File: src/rtl/dcache_port_arbiter.sv
// rtl/dcache_port_arbiter.sv - round-robin arbiter sharing one D$ port among requesters
// A stalled request stays locked to its port; read responses are routed back through an in-order ID FIFO.
module dcache_port_arbiter #(
  parameter int NR_PORTS   = 3,
  parameter int FIFO_DEPTH = 4,
  parameter int ADDR_W     = 56
) (
  input  logic                       clk_i,
  input  logic                       rst_i,
  input  logic [NR_PORTS-1:0]        req_i,
  input  logic [NR_PORTS-1:0]        we_i,
  input  logic [NR_PORTS*ADDR_W-1:0] addr_i,
  input  logic [NR_PORTS*64-1:0]     wdata_i,
  input  logic [NR_PORTS*8-1:0]      be_i,
  input  logic [NR_PORTS*2-1:0]      size_i,
  output logic [NR_PORTS-1:0]        gnt_o,
  output logic [NR_PORTS-1:0]        rvalid_o,
  output logic [63:0]                rdata_o,
  output logic                       data_req_o,
  input  logic                       data_gnt_i,
  output logic                       data_we_o,
  output logic [ADDR_W-1:0]          address_o,
  output logic [63:0]                data_wdata_o,
  output logic [7:0]                 data_be_o,
  output logic [1:0]                 data_size_o,
  input  logic                       data_rvalid_i,
  input  logic [63:0]                data_rdata_i,
  output logic                       idle_o,
  output logic                       err_o
);
  localparam int IDX_W = (NR_PORTS > 1) ? $clog2(NR_PORTS) : 1;
  localparam int PTR_W = $clog2(FIFO_DEPTH);
  localparam int CNT_W = PTR_W + 1;

  logic [IDX_W-1:0] rr_q, rr_d, sel_q, sel_d, rr_sel, sel, head;
  logic             lock_q, lock_d, err_q, err_d;
  logic [IDX_W-1:0] fifo_q [FIFO_DEPTH];
  logic [IDX_W-1:0] fifo_d [FIFO_DEPTH];
  logic [PTR_W-1:0] rd_ptr_q, rd_ptr_d, wr_ptr_q, wr_ptr_d;
  logic [CNT_W-1:0] cnt_q, cnt_d;
  logic [NR_PORTS-1:0] elig;
  logic             any_elig, fifo_full, fifo_empty, grant, push, pop;
  int               scan_idx;

  assign fifo_full  = (cnt_q == CNT_W'(FIFO_DEPTH));
  assign fifo_empty = (cnt_q == '0);
  assign head       = fifo_q[rd_ptr_q];

  // Reads need a free ID slot; writes are never tracked so they are never held off.
  always_comb begin
    any_elig = 1'b0;
    rr_sel   = rr_q;
    scan_idx = 0;
    for (int i = 0; i < NR_PORTS; i++) begin
      elig[i] = req_i[i] && (we_i[i] || !fifo_full);
    end
    for (int k = 0; k < NR_PORTS; k++) begin
      scan_idx = int'(rr_q) + k;
      if (scan_idx >= NR_PORTS) scan_idx = scan_idx - NR_PORTS;
      for (int j = 0; j < NR_PORTS; j++) begin
        if (!any_elig && scan_idx == j && elig[j]) begin
          any_elig = 1'b1;
          rr_sel   = IDX_W'(j);
        end
      end
    end
  end

  assign sel        = lock_q ? sel_q : rr_sel;
  assign data_req_o = lock_q || any_elig;
  assign grant      = data_req_o && data_gnt_i;

  always_comb begin
    data_we_o    = 1'b0;
    address_o    = '0;
    data_wdata_o = '0;
    data_be_o    = '0;
    data_size_o  = '0;
    gnt_o        = '0;
    rvalid_o     = '0;
    for (int i = 0; i < NR_PORTS; i++) begin
      if (data_req_o && sel == IDX_W'(i)) begin
        data_we_o    = we_i[i];
        address_o    = addr_i[i*ADDR_W +: ADDR_W];
        data_wdata_o = wdata_i[i*64 +: 64];
        data_be_o    = be_i[i*8 +: 8];
        data_size_o  = size_i[i*2 +: 2];
      end
      gnt_o[i]    = grant && (sel == IDX_W'(i));
      rvalid_o[i] = pop && (head == IDX_W'(i));
    end
  end

  assign push    = grant && !data_we_o;
  assign pop     = data_rvalid_i && !fifo_empty;
  assign rdata_o = data_rdata_i;
  assign idle_o  = fifo_empty && !lock_q;
  assign err_o   = err_q;

  always_comb begin
    lock_d   = lock_q;
    sel_d    = sel_q;
    rr_d     = rr_q;
    fifo_d   = fifo_q;
    wr_ptr_d = wr_ptr_q;
    rd_ptr_d = rd_ptr_q;
    cnt_d    = cnt_q;
    err_d    = err_q || (data_rvalid_i && fifo_empty);
    if (data_req_o && !data_gnt_i) begin
      lock_d = 1'b1;
      sel_d  = sel;
    end
    if (grant) begin
      lock_d = 1'b0;
      rr_d   = (sel == IDX_W'(NR_PORTS-1)) ? '0 : sel + IDX_W'(1);
    end
    if (push) begin
      fifo_d[wr_ptr_q] = sel;
      wr_ptr_d         = wr_ptr_q + PTR_W'(1);
    end
    if (pop) rd_ptr_d = rd_ptr_q + PTR_W'(1);
    if (push && !pop) cnt_d = cnt_q + CNT_W'(1);
    else if (pop && !push) cnt_d = cnt_q - CNT_W'(1);
  end

  always_ff @(posedge clk_i) begin
    if (rst_i) begin
      rr_q     <= '0;
      sel_q    <= '0;
      lock_q   <= 1'b0;
      err_q    <= 1'b0;
      rd_ptr_q <= '0;
      wr_ptr_q <= '0;
      cnt_q    <= '0;
      for (int i = 0; i < FIFO_DEPTH; i++) fifo_q[i] <= '0;
    end else begin
      rr_q     <= rr_d;
      sel_q    <= sel_d;
      lock_q   <= lock_d;
      err_q    <= err_d;
      rd_ptr_q <= rd_ptr_d;
      wr_ptr_q <= wr_ptr_d;
      cnt_q    <= cnt_d;
      fifo_q   <= fifo_d;
    end
  end
endmodule
File: config.mk
export PLATFORM = sky130hd
export DESIGN_NAME = dcache_port_arbiter
export DESIGN_NICKNAME = d
export VERILOG_FILES = /design/src/rtl/dcache_port_arbiter.sv
export SDC_FILE = /design/constraint.sdc
export NUM_CORES = 1
export LEC_CHECK = 0
export BUFFER_PORTS_ARGS = -buffer_cell sky130_fd_sc_hd__buf_2
export CAP_MARGIN = 30
export CORE_AREA = 2 2 257 259
export CTS_CLUSTER_SIZE = 40
export DETAILED_ROUTE_END_ITERATION = 6
export DIE_AREA = 0 0 259 261
export PLACE_DENSITY = 0.41
export REMOVE_ABC_BUFFERS = 1
export SKIP_CTS_REPAIR_TIMING = 1
export SYNTH_ARGS = -nofsm -noshare
export SYNTH_HDL_FRONTEND = slang
export SYNTH_SLANG_ARGS = --single-unit
File: constraint.sdc
create_clock -name clk_i -period 4.2 [get_ports clk_i]
set_input_delay 0.21 -clock clk_i [delete_from_list [all_inputs] [get_ports clk_i]]
set_output_delay 0.21 -clock clk_i [all_outputs]
set_load 0.02 [all_outputs]
==> results.cfg, run 1 <==
[power]
p_per_area_mw_per_mm2 = 564
cellLeakagePower_nw = 4.30
power_w = 0.00512
ir_drop_uv = 400

[setup_path]
cp_cell_sequence = or4b_1 -> a32oi_1 -> a22oi_1 -> o31ai_4 -> buf_4 -> nand3_1 -> a21o_1 -> a21oi_1 -> buf_2
worstSetupPathType = reg2out
crit_family = compound AO/OA/AOI/OAI gates
cp-start-kind = register
cp_slowest_cell = or4b_1
reg2reg_slack_ps = 330
max_stage_delay_ps = 640
path_buf_inv = 2
critPathMaxFanout = 62
arrival_ps = 3740
cp-end-kind = primary output
cp_data_required_time_ps = 3990

[detailed_routing]
highest_layer = met5
finalWirelength_mm = 41.0
first_pass_iters = 5
wl_per_cell_um = 18.3
vias_per_cell = 3.92
wl_met3_mm = 5.12
antenna_left = 0
wl_met2_mm = 18.3
vias = 8795
wl_met1_mm = 17.1
drc_errors = 0
drt_iter0_markers = 636

[synth]
synth-adder-area-share = 0.0230
async_reset_ff_frac = 0
synthesis.area_mm2 = 0.00578
synthMuxAreaShare = 0.0201
synth_top_family_by_area = compound AO/OA/AOI/OAI gates
synth-compound-area-share = 0.456
yosysSeqAreaShare = 0.0728
synth_edf_count = 0
yosys.area_share.simple = 0.256
synth_flop_cell = dfxtp_1
synthXorXnorAreaFrac = 0.00606
synth.distinct_cells = 53
ys_ff_latch = 21
synth.avg_cell_area_um2 = 5.92
ys_warn_count = 0
syn_inst = 975

[place]
portBuffers = 539
routabilityCongestion = 0.766
post-dp-hpwl_mm = 32.2
dpl_cell_area_mm2 = 0.00901

[cells_and_area]
regArea_um2 = 420
multi_input_area_mm2 = 0.00444
drive_above_1_share = 0.424
synthToLayoutAreaGrowth_pct = 57.3
design_area_mm2 = 0.00909
num-fill-cells = 7641
fin_nets = 1851

[sta]
finalCritPeriodShare = 0.939
slew_headroom = 0.485
worst_slew_pin_slew_ps = 773
final.setup_skew_ps = 6.33
setup-violations-final = 0
finalHoldViolCount = 0
whs_ps = 231
rsz0062_at_grt = false
drv_slew = 0
finalCriticalPeriod_ps = 3950
fmax_mhz = 253

[floorplanning]
io_pins = 668
dieArea_mm2 = 0.0676
start_util = 0.0888
die_x_um = 259
rows = 94
core_mm2 = 0.0650
die_y_um = 261

[job]
drv_cap = 0

[grt]
grt_first_pass_wirelength_mm = 55.2
grt-ovfl-total = 0
grt_antenna_before_repair = 8
grt_pass1_vias = 8021
grt_usage = 0.108
grt_max_degree = 132

[clocking]
worstSkewPairLatency_ps = 250
h-tree-depth = 1
cts.path.max_buffers = 2
cts_sinks = 21
cts_tree = built
cts_buffers = 3
root_buffer = clkbuf_16
cts.clk_slew.worst_paths_ps = 60

[worst_hold_path]
hold_class = in2reg

[outcome]
status = complete, no violations
## path summary, 6_finish.rpt
kind                  from          endpoint  cells after the start
max               cnt_q[0]  data_wdata_o[32]                      9
min          data_rvalid_i             err_o                      3
max reg2reg       cnt_q[0]          cnt_q[2]                     12
min reg2reg      fifo_q[0]         fifo_q[0]                      2
## cell usage in the layout (no fill, tap or decap), drive strengths merged, types with 2 or more instances in the layout
master	n
clkbuf	3
o311ai	2
xor2	4
nor2	14
ha	9
nand2	146
o22ai	3
nor3	6
o21a	2
a21oi	137
dfxtp	21
buf	563
a21o	130
a32oi	2
and2	5
inv	9
a32o	4
mux4	2
a311oi	2
o21ai	137
or4b	3
nor3b	3
nand3	137
o211ai	3
or3	3
a22oi	2
o31ai	2
mux2i	6
nor4b	2
## report_power, final
group | internal [W] | switching (W)
combinational | 0.00163 | 0.00301
clock | 0.000128 | 0.0000763
sequential | 0.000236 | 0.0000513
## worst min-delay path: stages
cell	delay (ps)
buf_2	100
a21oi_1	60
nor2_1	80
## cell families (layout without fill, tap and decap cells)
kind of cell    count (synthesis)  in the layout
fa+ha+maj                      10             10
simple gates                  324            324
xor+xnor                        4              4
compound gates                432            432
mux                             9              9
other cells                     0              1
buf+inv                       175            576
flops                          21             21
## state kept, by name (all words and copies together) (netlist names)
name and count:
lock_q 1, cnt_q 3, sel_q 2, fifo_q 8
err_o 1, rr_q 2, rd_ptr_q 2, wr_ptr_q 2
## metrics by stage
step | cells | utilization | setup TNS, ps | setup WS [ps]
after floorplan | 809 | - | -353470 | -2750
after global placement | 2236 | 0.138 | 0 | 361
after detailed placement | 2236 | 0.138 | 0 | 378
after CTS | 2240 | 0.140 | 0 | 241
after global routing | 2240 | 0.140 | 0 | 127
final | 2241 | 0.140 | 0 | 255
## area by class of cell
cell class / count / share of cell area
Multi-Input combinational cell: 779 / 0.489
Clock inverter: 1 / 0.000551
Timing Repair Buffer: 563 / 0.333
Clock buffer: 3 / 0.00826
Tap cell: 864 / 0.119
Antenna cell: 1 / 0.000275
Sequential cell: 21 / 0.0463
Inverter: 9 / 0.00372
## synthesized netlist by cell type, types with 6 or more instances
cell type / instances / area share
a21oi_1: 136 / 0.12
o21ai_0: 136 / 0.12
inv_1: 9 / 0.0058
dfxtp_1: 21 / 0.073
nand3_1: 137 / 0.12
nor3_1: 6 / 0.0052
nand2_1: 146 / 0.095
ha_1: 9 / 0.019
clkbuf_1: 46 / 0.030
buf_1: 14 / 0.0091
nor2_1: 14 / 0.0091
buf_2: 40 / 0.035
mux2i_1: 6 / 0.010
buf_4: 65 / 0.084
a21o_1: 130 / 0.17
## metal layers
metal | GRT usage | up-vias
met2 | 0.173 | 524
met4 | 0.00851 | 18
met5 | 0.0222 | -
met3 | 0.0521 | 39
met1 | 0.136 | 3994
li1 | - | 4220
No activity file was read; power rests on OpenSTA's default activity.
==> inputs of run 2 (changes only) <==
Settings changed: ABC_AREA set to 1, CORE_AREA 2 2 257 259 to 2 2 259 261, DIE_AREA 0 0 259 261 to 0 0 261 263, PLACE_DENSITY 0.41 to 0.39.
==> results.cfg, run 2 <==
[outcome]
status = complete, no violations

[synth]
synth.largest_area_cell = nand2_1
synth_top_area_share = 0.238
synth.avg_cell_area_um2 = 5.36
synth.distinct_cells = 28
yosysSeqAreaShare = 0.0881
ys_warn_count = 0
synth_edf_count = 0
synth_most_common_cell = nand2_1
async_reset_ff_frac = 0
synth_flop_cell = dfxtp_1
ys_ff_latch = 21
syn_inst = 891
synthesis.area_mm2 = 0.00477
synth.area.top_cells = nand2_1, nand4_1, nand3_1
synthTopCellsByCount = nand2_1, nand3_1, nand4_1

[sta]
slew_headroom = 0.419
final.setup_skew_ps = 10.9
worst_slew_pin_slew_ps = 872
finalCritPeriodShare = 0.912
setup-violations-final = 0
drv_slew = 0
rsz0062_at_grt = false
fmax_mhz = 261
finalCriticalPeriod_ps = 3830
setup_slack_ps = 369
finalHoldViolCount = 0

[setup_path]
critPathMaxFanout = 130
cp-start-kind = register
cp_data_required_time_ps = 3990
max_stage_delay_ps = 370
crit_family = simple AND/OR/NAND/NOR gates
worstSetupPathType = reg2out
arrival_ps = 3620
cp_slowest_cell = dfxtp_1
cp-end-kind = primary output
path_buf_inv = 4
crit_path_frequent_cell = nand3_1
cp_cell_sequence = inv_1 -> ha_1 -> nand3_1 -> nand2_2 -> nor2_4 -> nand3_2 -> nor2_2 -> nand3_1 -> nand3_2 -> nand2_8 -> nor2_2 -> nand2_1 -> inv_4 -> buf_12 -> nand2_1 -> nand3_1 -> buf_2

[grt]
grt_pass1_vias = 7363
grt_usage = 0.0935
grt_antenna_before_repair = 6
grt_max_degree = 131
grt_first_pass_wirelength_mm = 48.0
grt-ovfl-total = 0

[detailed_routing]
drt_iter0_markers = 363
first_pass_iters = 4
vias_per_cell = 3.59
wl_per_cell_um = 16.3
drc_errors = 0
finalWirelength_mm = 35.4
antenna_left = 0
vias = 7794

[cells_and_area]
multi_input_area_mm2 = 0.00333
top_regs = fifo_q: 8 flops, cnt_q: 3 flops
synthToLayoutAreaGrowth_pct = 66.9
layout_commonest_cell = buf_2
layout.cells.non_filler = 2173
design_area_mm2 = 0.00796
regArea_um2 = 420
final_cell_mix = buf_2, nand2_1, nand3_1
drive_above_1_share = 0.440
fin_nets = 1783
num-fill-cells = 7762
largest_reg_flops = 8
largest_register = fifo_q

[power]
ir_drop_uv = 429
cellLeakagePower_nw = 4.14
p_per_area_mw_per_mm2 = 813
power_w = 0.00647

[clocking]
worstSkewPairLatency_ps = 260
h-tree-depth = 1
cts_buffers = 3
root_buffer = clkbuf_16
cts.path.max_buffers = 2
cts_tree = built
cts.clk_slew.worst_paths_ps = 50
cts_sinks = 21

[floorplanning]
rows = 94
die_y_um = 263
die_x_um = 261
dieArea_mm2 = 0.0686
start_util = 0.0727
io_pins = 668
core_mm2 = 0.0656

[place]
dp_slack_ps = 453
dpl_cell_area_mm2 = 0.00788
dp.cells = 2168
portBuffers = 539
routabilityCongestion = 0.911
post-dp-hpwl_mm = 28.7

[worst_hold_path]
hold_class = in2reg

[job]
drv_cap = 0
[run 2: cell types whose count changed after synthesis, moves of 8 or more]
cell / change
buf_4: +10
buf_2: -19
buf_1: -11
o21ai_0: -123
nand4_1: +140
a21oi_1: -126
nand2_1: +157
nand3_1: +8
a21o_1: -130
clkbuf_1: -8
nor2_1: +19
inv_1: +40
[run 2: path summary, 6_finish.rpt]
path	to	slack (ps)	start	cells past startpoint
worst max register to register	cnt_q[2]	470	rr_q[0]	24
worst min register to register	err_o	450	err_o	2
worst max-delay path	data_wdata_o[49]	370	rr_q[0]	17
worst min-delay path	lock_q	170	rst_i	2
[run 2: area by class of cell]
type                            count  area share
Sequential cell                    21      0.0528
Antenna cell                        1    0.000314
Clock inverter                      1    0.000629
Clock buffer                        3     0.00943
Inverter                           53      0.0259
Multi-Input combinational cell    678       0.418
Timing Repair Buffer              552       0.357
Tap cell                          864       0.136
[run 2: power by group]
| group | switching, W | total, W | leakage (nW) | internal (W) |
|---|---|---|---|---|
| clock | 0.0000776 | 0.000206 | 0.0409 | 0.000128 |
| sequential | 0.0000474 | 0.000301 | 0.172 | 0.000253 |
| combinational | 0.00422 | 0.00596 | 3.92 | 0.00174 |
| total | 0.00435 | 0.00647 | 4.14 | 0.00212 |
[run 2: routing by layer]
metal  vias up  GRT usage  part of all wire
met5         -     0.0178            0.0058
met4        12    0.00752            0.0069
met3        26     0.0407              0.12
met2       500      0.163              0.47
met1      3457      0.107              0.40
li1       3799          -                 -
[run 2: metrics by stage]
stage / hold slack, ps / util / TNS (ps)
global route: 185 / 0.121 / 0
finish: 168 / 0.121 / 0
global placement: 420 / 0.120 / 0
detailed placement: 420 / 0.120 / 0
floorplan: 279 / - / -517990
CTS: 166 / 0.121 / 0
[run 2: cell families (layout without fill, tap and decap cells)]
group                      count (synthesis)  count (layout)  share of synthesized area
other                                      0               1                          0
DFF                                       21              21                     0.0881
adders and majority gates                 10              10                     0.0278
and+or+nand+nor                          639             639                      0.632
AOI/OAI and AO/OA                         29              29                     0.0328
buffers and inverters                    192             609                      0.219
==> inputs of run 3 (changes only) <==
Settings changed: CORE_AREA 2 2 259 261 to 2 2 257 259, DIE_AREA 0 0 261 263 to 0 0 259 261, PLACE_DENSITY 0.39 to 0.4.
Clock period 4.2 ns to 3.5 ns, I/O delays scaled along.
==> results.cfg, run 3 (synthesized netlist as in run 2, its figures left out) <==
[cells_and_area]
final_cell_mix = buf_2, nand2_1, nand4_1
fin_nets = 1796
largest_register = fifo_q
top_regs = fifo_q: 8 flops, cnt_q: 3 flops
utilization = 0.126
largest_reg_flops = 8
synthToLayoutAreaGrowth_pct = 72.2
drive_above_1_share = 0.459
layout_commonest_cell = buf_2

[setup_path]
crit_path_frequent_cell = nand3_2
critPathMaxFanout = 130
worstSetupPathDepth = 17
cp_slowest_cell = buf_16
rr_worst_depth = 24
cp-start-kind = register
cp_data_required_time_ps = 3320
worstSetupPathType = reg2out
cp_cell_sequence = inv_1 -> ha_1 -> nand3_2 -> nand2_2 -> nor2_4 -> nand3_2 -> nor2_2 -> nand3_2 -> nand2_2 -> nor2_1 -> nor2_2 -> nand2_2 -> inv_4 -> buf_16 -> nand2_1 -> nand3_2 -> buf_2
reg2reg_slack_ps = 290
path_buf_inv = 4
cp-end-kind = primary output
endpoint = data_be_o[4]
crit_family = simple AND/OR/NAND/NOR gates
r2r_end = cnt_q[2]
critical_path.startpoint = rr_q[0]
arrival_ps = 3150
max_stage_delay_ps = 390
r2r_start = rr_q[0]

[grt]
grt_antenna_before_repair = 14
grt_usage = 0.105
grt_max_degree = 131
grt_pass1_vias = 7438
grt-ovfl-total = 0
grtUsageMet3 = 0.0505
grtUsageMet1 = 0.127
grt_first_pass_wirelength_mm = 52.1
busiest_layer = met2
gr-usage-met2 = 0.167

[floorplanning]
start_util = 0.0734
die_y_um = 261
rows = 94
dieArea_mm2 = 0.0676
core_mm2 = 0.0650
io_pins = 668
die_x_um = 259

[outcome]
status = complete, no violations

[clocking]
h-tree-depth = 1
cts_tree = built
cts_sinks = 21
cts.path.max_buffers = 2
cts.clk_slew.worst_paths_ps = 60
cts_buffers = 3
worstSkewPairLatency_ps = 250
root_buffer = clkbuf_16

[power]
ir_drop_uv = 414
cellLeakagePower_nw = 4.26
p_comb_frac = 0.927
p_seq_frac = 0.044
clkPwrFrac = 0.029
intPower_w = 0.00281
power.net_switching_w = 0.00547
p_per_area_mw_per_mm2 = 1010
swShare = 0.661

[detailed_routing]
vias_per_cell = 3.64
drt_iter0_markers = 334
first_pass_iters = 4
wl_per_cell_um = 18.2
drc_errors = 0
antenna_left = 0
vias = 7967
finalWirelength_mm = 40.0

[sta]
setup-violations-final = 0
finalCritPeriodShare = 0.949
fmax_mhz = 301
finalHoldViolCount = 0
worst_slew_pin_slew_ps = 689
slew_headroom = 0.541
final.setup_skew_ps = 4.50
drv_slew = 0
setup_slack_ps = 178
rsz0062_at_grt = true
finalCriticalPeriod_ps = 3320

[worst_hold_path]
hold_start = rst_i
hold_class = in2reg

[place]
dp_slack_ps = 112
portBuffers = 539
post-dp-hpwl_mm = 32.3
routabilityCongestion = 0.784

[job]
drv_cap = 0
-- run 3: cell types whose count changed in the layout (fill, tap and decap cells not counted), moves of 2 or more --
cell,before,now
diode_2,1,6
nand3_2,5,14
buf_16,0,2
o21ai_0,13,11
nand3_1,145,136
o21ai_1,1,3
nor2_1,33,31
nor2_2,3,5
buf_4,9,17
nand2_2,2,5
buf_6,0,2
nand2_1,303,300
-- run 3: power by group through the flow --
stage / sequential, W / clock [W] / combinational, W
3_5_place_dp: 0.000367 / 0 / 0.00763
3_3_place_gp: 0.000366 / 0 / 0.00769
2_1_floorplan: 0.000357 / 0 / 0.00440
4_1_cts: 0.000362 / 0.000252 / 0.00765
5_1_grt: 0.000372 / 0.000261 / 0.00837
6_report: 0.000362 / 0.000243 / 0.00767
-- run 3: worst min path at each step --
stage,to,slack [ps],cells after the start
floorplan,err_o,240,1
global placement,rdata_o[39],350,0
detailed placement,rdata_o[39],350,0
finish,lock_q,130,2
global route,err_o,140,2
CTS,lock_q,130,2
-- run 3: final cells by class --
type | instances | area, µm²
tap | 864 | 1080
antenna | 6 | 15.0
fill | 7723 | 56800
inverter | 53 | 206
sequential | 21 | 420
clock inverter | 1 | 5.00
multi-input combinational | 678 | 3390
timing repair buffer | 565 | 3020
clock buffer | 3 | 75.1
-- run 3: layer usage --
| layer | share of wire | wire length, µm |
|---|---|---|
| met1 | 0.41 | 16200 |
| met2 | 0.45 | 17900 |
| met3 | 0.12 | 4880 |
| met4 | 0.020 | 788 |
| met5 | 0.0046 | 184 |
-- run 3: stage by stage --
step / hold WS (ps) / cell area [µm²] / instances / total power (W) / TNS, ps
6_report: 127 / 8220 / 2191 / 0.00828 / 0
5_1_grt: 139 / 8210 / 2188 / 0.00900 / -81.3
4_1_cts: 127 / 8070 / 2181 / 0.00826 / -14.9
3_5_place_dp: 350 / 7990 / 2177 / 0.00799 / 0
3_3_place_gp: 350 / 7990 / 2177 / 0.00806 / 0
2_1_floorplan: 244 / 3930 / 752 / 0.00475 / -616270
